`src/rtl/wjbot_riscv.sv`:
```
// Shared types and helpers for the vec_checker vector sequencer.
//  vc_state_t : sequencer states
//  VC_CNT_W   : width of the vector / error counters
//  sig_step   : one signature update step on a HASH_W-bit register (HASH_W <= SIG_MAX_W)
package wjbot_riscv;

   localparam int unsigned VC_CNT_W  = 32;
   localparam int unsigned SIG_MAX_W = 32;

   typedef enum logic [2:0] {
      VC_IDLE,
      VC_FETCH,
      VC_SETTLE,
      VC_CHECK,
      VC_DONE
   } vc_state_t;

   // h = hash ^ data; result = {h[hw-2:0], h[hw-1] ^ h[hw-2]}; bits >= hw stay zero
   function automatic logic [SIG_MAX_W-1:0] sig_step(input logic [SIG_MAX_W-1:0] hash,
                                                    input logic [SIG_MAX_W-1:0] data,
                                                    input int unsigned          hw);
      logic [SIG_MAX_W-1:0] h;
      logic [SIG_MAX_W-1:0] r;
      h = hash ^ data;
      r = '0;
      for (int i = 1; i < int'(SIG_MAX_W); i++) begin
         if (i < int'(hw)) r[i] = h[i-1];
      end
      r[0] = h[5'(hw - 1)] ^ h[5'(hw - 2)];
      return r;
   endfunction

endpackage

```
`src/rtl/sig_hash.sv`:
```
// Rolling signature register over sampled DUT outputs.
//  i_clk, i_reset_n : clock, synchronous active-low reset
//  i_clr            : clear signature (start of a run)
//  i_en             : fold i_din into the signature this cycle
//  i_din [OUT_W]    : sampled DUT output
//  o_hash [HASH_W]  : current signature
module sig_hash
   import wjbot_riscv::*;
#(
   parameter int unsigned HASH_W = 7,
   parameter int unsigned OUT_W  = 3
) (
   input  logic              i_clk,
   input  logic              i_reset_n,
   input  logic              i_clr,
   input  logic              i_en,
   input  logic [OUT_W-1:0]  i_din,
   output logic [HASH_W-1:0] o_hash
);

   localparam int unsigned IW = (HASH_W > 1) ? $clog2(HASH_W) : 1;

   logic [HASH_W-1:0] r_hash;
   logic [HASH_W-1:0] w_fold;
   logic [HASH_W-1:0] w_next;

   // Zero-extend narrow outputs; XOR-fold wide ones into HASH_W-wide slices
   always_comb begin
      w_fold = '0;
      for (int i = 0; i < int'(OUT_W); i++) begin
         w_fold[IW'(i % int'(HASH_W))] = w_fold[IW'(i % int'(HASH_W))] ^ i_din[i];
      end
   end

   assign w_next = HASH_W'(sig_step(SIG_MAX_W'(r_hash), SIG_MAX_W'(w_fold), HASH_W));

   always_ff @(posedge i_clk) begin
      if (!i_reset_n || i_clr) r_hash <= '0;
      else if (i_en)           r_hash <= w_next;
   end

   assign o_hash = r_hash;

endmodule

```
`config.mk`:
```
export PLATFORM = sky130hd
export DESIGN_NAME = sig_hash
export DESIGN_NICKNAME = d
export VERILOG_FILES = /design/src/rtl/wjbot_riscv.sv /design/src/rtl/sig_hash.sv
export SDC_FILE = /design/constraint.sdc
export NUM_CORES = 1
export LEC_CHECK = 0
export CAP_MARGIN = 0
export CELL_PAD_IN_SITES_DETAIL_PLACEMENT = 1
export CELL_PAD_IN_SITES_GLOBAL_PLACEMENT = 2
export CORE_UTILIZATION = 20
export DETAILED_ROUTE_END_ITERATION = 8
export PLACE_DENSITY = 0.73
export RECOVER_POWER = 100
export SYNTH_ARGS = -nofsm -noshare
export SYNTH_HDL_FRONTEND = slang
export SYNTH_SLANG_ARGS = --single-unit
```
`constraint.sdc`:
```
create_clock -name i_clk -period 1.1 [get_ports i_clk]
set_clock_uncertainty 0.2 [all_clocks]
set_input_delay 0.165 -clock i_clk [delete_from_list [all_inputs] [get_ports i_clk]]
set_output_delay 0.165 -clock i_clk [all_outputs]
set_load 0.005 [all_outputs]
```
# Word-level counts from Yosys, hierarchy flattened
# Cells that the tools add are included.
totals:
  register_bits: 7
  latch_bits: 0
  mem_bits_rw: 0
  romBits: 0
  input_bits: 7
  memories: 0
op_classes:
  addsub: 0
  mul: 0
  n_div: 0
  n_lt_le_gt_ge: 0
  n_eq_ne: 0
  n_shift: 0
  n_mux: 0
  bitwise: 2
  n_reduce_logical: 2
ops:
  columns: ["cell", "n"]
  rows:
  - ["$xor A7 B3 Y7", 1]
  - ["$logic_not A1 Y1", 1]
  - ["$logic_or A1 B1 Y1", 1]
  - ["$xor A1 B1 Y1", 1]

# Logic depth before layout (Yosys ltp)
# Gate-level depths: netlist of run 1.
logic_depth:
  depth_word: 2
  ltp_mapped: 3
  depth_no_buf: 2

# Worst setup path before layout of run 1
# OpenSTA, ideal clock, no wires.
synth_path:
  path_type: "reg2reg"
  from: "register r_hash[2] (netlist: o_hash[2])"
  to: "register r_hash[3] (netlist: o_hash[3])"
  setup_time_ns: 0.086
  arrival_time_ns: 0.632
  required_ns: 0.814
  slack_ns: 0.183
  path_stages_with_launch: 3
  n_path_buf: 0
  cell_sequence: "dfxtp_1 xnor2_1 a211oi_1"
synth_between:
  elab_chain_len: 1
synth_rtl:
  columns: ["item", "line_no", "text"]
  rows:
  - ["from (decl)", "sig_hash.sv:23", "logic [HASH_W-1:0] r_hash;"]
  - ["from (signal assigned)", "sig_hash.sv:39", "else if (i_en) r_hash <= w_next;"]
  - ["$xor A7 B3 Y7", "wjbot_riscv.sv:24", "h = hash ^ data;"]
# No other way between the ends.
# A chain may end at the register's enable or synchronous reset.

# Worst setup path after layout of run 1
layout_path:
  from: "register r_hash[5] (netlist: o_hash[5])"
  to: "output o_hash[5]"
layout_rtl:
  columns: ["item", "line_no", "text"]
  rows:
  - ["to (decl)", "sig_hash.sv:18", "output logic [HASH_W-1:0] o_hash"]
# No word-level cell between the ends.

==> impl_metrics.json, run 1 <==
{
  "status": "finished clean",
  "cp-end-kind": "primary output",
  "grt_setup_unrepaired": "yes",
  "crit_family": "flip-flops",
  "ir_drop_uv": 477,
  "start_kind": "flip-flop",
  "cts_max_level": 1,
  "grt_pass1_wl_mm": 1.25,
  "grt.total_usage_pct": 13.1,
  "fin_nets": 61,
  "tns_ns": 0,
  "post_drt_wl_per_cell_um": 12.8,
  "clk_pin_slew_worst_paths_ns": 0.05,
  "clock_latency_ns": 0.26,
  "syn_inst": 30,
  "antenna_cells": 0,
  "synthFlopType": "dfxtp_1",
  "postRouteAntennaNets": 0,
  "firstDrtPassIters": 4,
  "r2r_end": "o_hash[5]$_SDFFE_PP0P_",
  "synth_enable_flop_cells": 0,
  "fmax_mhz": 929,
  "tightest_slew_ns": 0.195,
  "yosysUniqueCellTypes": 8,
  "crit_type": "flip-flop to primary output",
  "ys_top_cells_by_area": "dfxtp_1 46%, xnor2_1 12%, mux2i_1 10%, a211oi_1 10%, nor2_1 8.7%",
  "gp_congestion": 0.683,
  "fill_cells": 164,
  "final_cells": 68,
  "setup_ws_ns": 0.0238,
  "p_leak_uw": 0.000241,
  "antenna_found_initial": 0,
  "crit_buf_inv": 1,
  "drc_errors": 0,
  "slew_violations": 0,
  "r2r_cells": 4,
  "cp_cell_sequence": "buf_2",
  "dr_total_vias": 293,
  "cts-root-buf": "clkbuf_4",
  "worstSetupEndpoint": "o_hash[5]",
  "wl_um": 869,
  "ys_seq_area_share_pct": 46.5,
  "drt_iter0_drc": 2,
  "syn_nets": 37,
  "die_area_um2": 1670,
  "slew_headroom_pct": 86.9,
  "cts_hold_buf": 0,
  "fin_crit_sh_pct": 97.8,
  "setup_viol": 0,
  "worst_hold_path_type": "input pin to flip-flop",
  "clock_sinks": 7,
  "cts_made_buffers": 3,
  "core_area_um2": 1350,
  "grt_start_max_net_pins": 8,
  "final_layout_size_suffix_gt1_share_pct": 52.8,
  "critical_path_cell_count": 1,
  "period_minus_slack_ns": 1.08,
  "ff2ff_setup_slack_ns": 0.04,
  "p_per_area_nw_per_um2": 1150,
  "cts_buffer_depth": 2,
  "yosysWarnings": 0,
  "synth_area_leader_cell": "dfxtp_1",
  "place.detailed.instances": 63,
  "die_x_um": 40.8,
  "syn_area_per_cell_um2": 10.1,
  "cap_violations": 0,
  "die_h_um": 40.8,
  "cp_slowest_cell": "dfxtp_2",
  "ys_top_cells_by_count": "7 x dfxtp_1, 7 x nor2_1, 4 x a211oi_1, 4 x xnor2_1",
  "dpl.hpwl_um": 597,
  "io_buffers": 13,
  "vias_per_cell": 4.31,
  "overflow": 0,
  "synth_seq_cells": 7,
  "syn-cell-area_um2": 302,
  "io_pins": 14,
  "initial_utilization_pct": 22.3,
  "synth_top_area_share_pct": 46.5,
  "row_count": 13,
  "max_stage_delay_ns": 0.34,
  "path_max_fanout": 2,
  "timing.final.hold_violations": 0,
  "largest_reg_flops": 7,
  "area_growth_pct": 73.0,
  "async_reset_ff_share_pct": 0,
  "startpoint": "o_hash[5]$_SDFFE_PP0P_",
  "grt_pass1_vias": 299,
  "reg2reg_from": "o_hash[4]$_SDFFE_PP0P_",
  "pre_cts_ws_ns": -0.288,
  "cts_tree": "yes",
  "crit_arrival_ns": 0.71,
  "timing.critical_path.required_ns": 0.73
}
## power by group
part           internal [µW]  total (µW)  switching, µW
Clock                    139         247            108
Combinational           54.9        89.4           34.5
Sequential               261         265           3.66
Total                    456         602            146
## cell type report
cell class                 count  area (µm²)  share of cell area [%]
timing repair buffer          23         183                    35.0
multi-input combinational     19         148                    28.3
sequential                     7         146                    28.1
clock buffer                   4        26.3                    5.04
tap                           15        18.8                    3.60
## worst min-delay path by stage
stage / start / endpoint / slack [ns] / cells past startpoint
global route: i_en / o_hash[0]$_SDFFE_PP0P_ / 0.09 / 3
finish: i_en / o_hash[0]$_SDFFE_PP0P_ / 0.08 / 3
floorplan: i_en / o_hash[0]$_SDFFE_PP0P_ / 0.15 / 2
CTS: i_din[0] / o_hash[1]$_SDFFE_PP0P_ / 0.37 / 3
detailed placement: o_hash[3]$_SDFFE_PP0P_ / o_hash[4]$_SDFFE_PP0P_ / 0.41 / 3
global placement: o_hash[4]$_SDFFE_PP0P_ / o_hash[5]$_SDFFE_PP0P_ / 0.38 / 3
## repair_timing
action / CTS / global route
hold endpoints to repair: 0 / 0
setup endpoints to repair: 9 / 7
setup buffers: 1 / 0
resized for setup: 38 / 5
pin swaps: 1 / 3
## per-stage QoR
step                util (%)  hold slack (ns)  instance area (µm²)  total power, µW
floorplan                  -            0.148                  302              305
global placement        35.9            0.385                  484              351
detailed placement      35.9            0.406                  484              354
CTS                     37.4            0.374                  505              595
global route            38.6           0.0888                  522              632
finish                  38.6           0.0821                  522              602
## cell families after synthesis
group | share of synthesized area [%]
compound gates | 9.96
xor+xnor | 11.6
buf+inv | 11.2
flops | 46.5
mux | 9.96
simple gates | 10.8
## placed cells by master, fill, tap and decap left out
cell,synthesis,final
nand2b_2,0,1
clkdlybuf4s50_1,0,5
nor2_1,7,7
dfxtp_2,0,5
buf_4,3,7
buf_2,0,6
clkbuf_4,0,3
mux2i_1,3,3
clkbuf_1,0,2
xnor2_1,4,3
dlymetal6s2s_1,0,1
a211oi_2,0,2
xnor2_2,0,1
buf_6,1,3
a211oi_1,4,2
dfxtp_1,7,2
## metal layers
layer	wire (µm)	vias to the layer above	track usage (%)
met4	27	0	10.0
met1	293	133	9.42
met2	492	13	23.8
met5	0	-	0
li1	-	143	-
met3	56	4	8.15
No activity file was read; power rests on OpenSTA's default activity.
==> run 2: changes to the inputs <==
clock period = 1.05 ns   (was 1.1 ns; I/O delays follow)
==> impl_metrics.json, run 2 (same netlist as run 1, synthesis figures left out) <==
{
  "cts_max_level": 1,
  "p_leak_uw": 0.000248,
  "die_h_um": 40.8,
  "violations": "negative setup slack",
  "drc_errors": 0,
  "firstDrtPassIters": 2,
  "cts_tree": "yes",
  "fin_nets": 60,
  "swShare_pct": 23.8,
  "pwr-share-seq_pct": 43.6,
  "final_layout_size_suffix_gt1_share_pct": 61.5,
  "vias_per_cell": 4.46,
  "row_count": 13,
  "cts_made_buffers": 3,
  "crit_arrival_ns": 1.04,
  "cts_hold_buf": 0,
  "setup_viol": 6,
  "grt_start_max_net_pins": 8,
  "post_drt_wl_per_cell_um": 13.0,
  "status": "finished with violations",
  "tns_ns": -0.0615,
  "fin_crit_sh_pct": 102,
  "clock_sinks": 7,
  "grt_pass1_wl_mm": 1.26,
  "io_buffers": 13,
  "io_pins": 14,
  "intPower_uw": 489,
  "cts-root-buf": "clkbuf_4",
  "total_power_uw": 641,
  "antenna_found_initial": 0,
  "cp-end-kind": "flip-flop",
  "grt.total_usage_pct": 13.2,
  "clock_latency_ns": 0.26,
  "cts_buffer_depth": 2,
  "final_cell_mix": "10 x buf_6, 7 x nor2_1, 5 x clkdlybuf4s50_1, 5 x dfxtp_2, 4 x xnor2_2",
  "timing.critical_path.required_ns": 1.02,
  "worst_hold_path_type": "input pin to flip-flop",
  "cap_violations": 0,
  "p_switching_uw": 153,
  "dr_total_vias": 299,
  "combPwrFrac_pct": 17.1,
  "gp_congestion": 0.683,
  "grt_setup_unrepaired": "yes",
  "grt_pass1_vias": 309,
  "final_common_cell": "buf_6",
  "antenna_cells": 0,
  "timing.final.hold_violations": 0,
  "die_x_um": 40.8,
  "crit_type": "flip-flop to flip-flop",
  "tightest_slew_ns": 0.145,
  "start_kind": "flip-flop",
  "die_area_um2": 1670,
  "largest_reg_flops": 7,
  "cp_slowest_cell": "dfxtp_2",
  "core_area_um2": 1350,
  "clock_power_share_pct": 39.2,
  "overflow": 0,
  "drt_iter0_drc": 2,
  "slew_violations": 0,
  "max_stage_delay_ns": 0.33,
  "fin_area_um2": 576,
  "path_max_fanout": 2,
  "wl_um": 872,
  "setup_ws_ns": -0.0229,
  "dpl.hpwl_um": 597,
  "initial_utilization_pct": 22.3,
  "p_per_area_nw_per_um2": 1110,
  "place_area_um2": 484,
  "slew_headroom_pct": 90.0,
  "postRouteAntennaNets": 0,
  "fmax_mhz": 932,
  "ir_drop_uv": 526,
  "area_growth_pct": 90.9,
  "period_minus_slack_ns": 1.07,
  "cp_cell_sequence": "buf_6, xnor2_2, a211oi_2",
  "clk_pin_slew_worst_paths_ns": 0.05
}
run 2: cell types whose count changed in the layout (fill, tap and decap cells not counted), moves of 3 or more:
cell / before / now
buf_4: 7 / 3
xnor2_1: 3 / 0
buf_6: 3 / 10
buf_2: 6 / 3
xnor2_2: 1 / 4
run 2: worst max-delay path, delay by kind of cell (launching register included):
kind	cells	cell delay, ns
flip-flops	1	0.33
AO/OA/AOI/OAI	1	0.22
XOR/XNOR	1	0.12
buffers and inverters	1	0.12
run 2: worst paths after layout:
path                                        startpoint                     end  slack, ns  depth (start not counted)
worst max-delay path            o_hash[0]$_SDFFE_PP0P_  o_hash[1]$_SDFFE_PP0P_      -0.02                          3
worst min-delay path                              i_en  o_hash[1]$_SDFFE_PP0P_       0.17                          3
worst max register to register  o_hash[0]$_SDFFE_PP0P_  o_hash[1]$_SDFFE_PP0P_      -0.02                          3
worst min register to register  o_hash[4]$_SDFFE_PP0P_  o_hash[4]$_SDFFE_PP0P_       0.40                          3
run 2: per-layer routing:
metal	vias to the layer above	global-route usage, %	wire length, µm
met3	2	8.15	43
met1	144	9.12	259
met4	0	10.0	16
met5	-	0	0
met2	11	24.6	553
li1	142	-	-
run 2: final cells by class:
cell class	instances	area [µm²]
Multi-Input combinational cell	19	175
Clock buffer	4	26.3
Tap cell	15	18.8
Fill cell	154	774
Timing Repair Buffer	22	209
Sequential cell	7	146
run 2: metrics by stage:
step | utilization, % | hold slack, ns | std cells | setup WS (ns)
floorplan | - | 0.140 | 30 | 0.133
global placement | 35.9 | 0.385 | 63 | -0.297
detailed placement | 35.9 | 0.406 | 63 | -0.330
CTS | 38.6 | 0.169 | 67 | -0.0454
global route | 42.6 | 0.171 | 67 | -0.0639
finish | 42.6 | 0.173 | 67 | -0.0229
run 2: what timing repair did:
item / CTS / global route
endpoints found under the setup margin: 14 / 11
pin swaps: 4 / 3
buffers inserted: 1 / 0
gates resized for setup: 44 / 11
run 2: power groups by stage:
stage | logic (µW) | registers, µW | clock network, µW
2_1_floorplan | 35.5 | 284 | 0
3_3_place_gp | 86.6 | 281 | 0
3_5_place_dp | 88.5 | 282 | 0
4_1_cts | 95.8 | 278 | 258
5_1_grt | 119 | 280 | 279
6_report | 110 | 280 | 252
==> run 3: changes to the inputs <==
CORE_ASPECT_RATIO = 0.9   (was not set)
==> impl_metrics.json, run 3 (same netlist as run 1, synthesis figures left out) <==
{
  "cts_tree": "yes",
  "cp_slowest_cell": "dfxtp_2",
  "drc_errors": 0,
  "fin_area_um2": 547,
  "ff2ff_setup_slack_ns": 0.02,
  "status": "finished clean",
  "worst_hold_path_type": "input pin to flip-flop",
  "antenna_cells": 0,
  "postRouteAntennaNets": 0,
  "final_cell_mix": "7 x nor2_1, 7 x dfxtp_2, 6 x buf_2, 6 x buf_6, 5 x clkdlybuf4s50_1",
  "crit_arrival_ns": 0.69,
  "gp_congestion": 0.610,
  "hold_path_depth": 3,
  "fmax_mhz": 957,
  "fill_cells": 156,
  "post_drt_wl_per_cell_um": 11.4,
  "cts_hold_buf": 0,
  "grt_pass1_vias": 287,
  "fin_crit_sh_pct": 99.5,
  "die_h_um": 38.8,
  "die_x_um": 42.9,
  "row_count": 12,
  "clock_sinks": 7,
  "wl_um": 754,
  "max_stage_delay_ns": 0.32,
  "total_power_uw": 625,
  "tightest_slew_ns": 0.175,
  "place_area_um2": 483,
  "dpl.hpwl_um": 541,
  "io_buffers": 13,
  "p_per_area_nw_per_um2": 1140,
  "cts-root-buf": "clkbuf_4",
  "grt.total_usage_pct": 10.2,
  "cp-end-kind": "primary output",
  "dr_total_vias": 272,
  "crit_buf_inv": 1,
  "setup_viol": 0,
  "r2r_cells": 3,
  "io_pins": 14,
  "area_growth_pct": 81.3,
  "cts_max_level": 1,
  "timing.critical_path.required_ns": 0.69,
  "largest_reg_flops": 7,
  "path_max_fanout": 2,
  "cts_buffer_depth": 2,
  "drt_iter0_drc": 0,
  "core_area_um2": 1320,
  "cts_made_buffers": 3,
  "holdWs_ns": 0.167,
  "cap_violations": 0,
  "grt_pass1_wl_mm": 1.16,
  "clk_pin_slew_worst_paths_ns": 0.06,
  "overflow": 0,
  "initial_utilization_pct": 22.8,
  "final_layout_size_suffix_gt1_share_pct": 63.5,
  "slew_violations": 0,
  "clock_latency_ns": 0.25,
  "antenna_found_initial": 0,
  "cp_cell_sequence": "buf_2",
  "slew_headroom_pct": 88.0,
  "crit_type": "flip-flop to primary output",
  "firstDrtPassIters": 1,
  "timing.final.hold_violations": 0,
  "die_area_um2": 1670,
  "start_kind": "flip-flop",
  "grt_start_max_net_pins": 8,
  "cts_setup_buffers": 0,
  "p_leak_uw": 0.000240,
  "critical_path_cell_count": 1,
  "crit_family": "flip-flops",
  "fin_nets": 60,
  "vias_per_cell": 4.12,
  "grt_setup_unrepaired": "yes",
  "period_minus_slack_ns": 1.04,
  "ir_drop_uv": 383
}
[run 3: changes by cell type in the layout (fill, tap and decap cells not counted)]
cell | previous run | this run
dfxtp_1 | 2 | 0
buf_2 | 3 | 6
dfxtp_2 | 5 | 7
buf_4 | 3 | 4
xnor2_1 | 0 | 1
xnor2_2 | 4 | 3
buf_6 | 10 | 6
[run 3: metrics by stage]
stage                     worst slack (ns)  setup TNS [ns]  instances  util [%]
after floorplan                      0.133               0         30         -
after global placement              -0.284           -2.65         62      36.6
after detailed placement            -0.323           -2.86         62      36.6
after CTS                         -0.00800        -0.00800         66      38.8
after global routing               -0.0268          -0.163         66      41.4
final                              0.00505               0         66      41.4
[run 3: power by group]
part / internal, µW / switching, µW / total [µW]
clock: 145 / 103 / 248
sequential: 274 / 3.69 / 278
combinational: 60.9 / 38.2 / 99.1
[run 3: cell type report]
class | instances | area [µm²] | share of cell area [%]
timing repair buffer | 22 | 186 | 34.1
multi-input combinational | 19 | 168 | 30.7
sequential | 7 | 149 | 27.2
clock buffer | 4 | 26.3 | 4.81
tap | 14 | 17.5 | 3.20
[run 3: repair_timing]
| item | in CTS | in global routing |
|---|---|---|
| cloned | 0 | 0 |
| gates resized for setup | 41 | 7 |
| setup endpoints to repair | 14 | 10 |
| pin swaps | 4 | 2 |
[run 3: metal layers]
metal | GRT usage, % | routed length (µm)
met1 | 8.86 | 295
met2 | 19.7 | 405
met3 | 4.21 | 43
met4 | 6.82 | 8
met5 | 0 | 0
[run 3: final timing paths]
check	start	endpoint
worst max-delay path	o_hash[1]$_SDFFE_PP0P_	o_hash[1]
worst min-delay path	i_en	o_hash[2]$_SDFFE_PP0P_
worst max register to register	o_hash[6]$_SDFFE_PP0P_	o_hash[0]$_SDFFE_PP0P_
worst min register to register	o_hash[3]$_SDFFE_PP0P_	o_hash[4]$_SDFFE_PP0P_
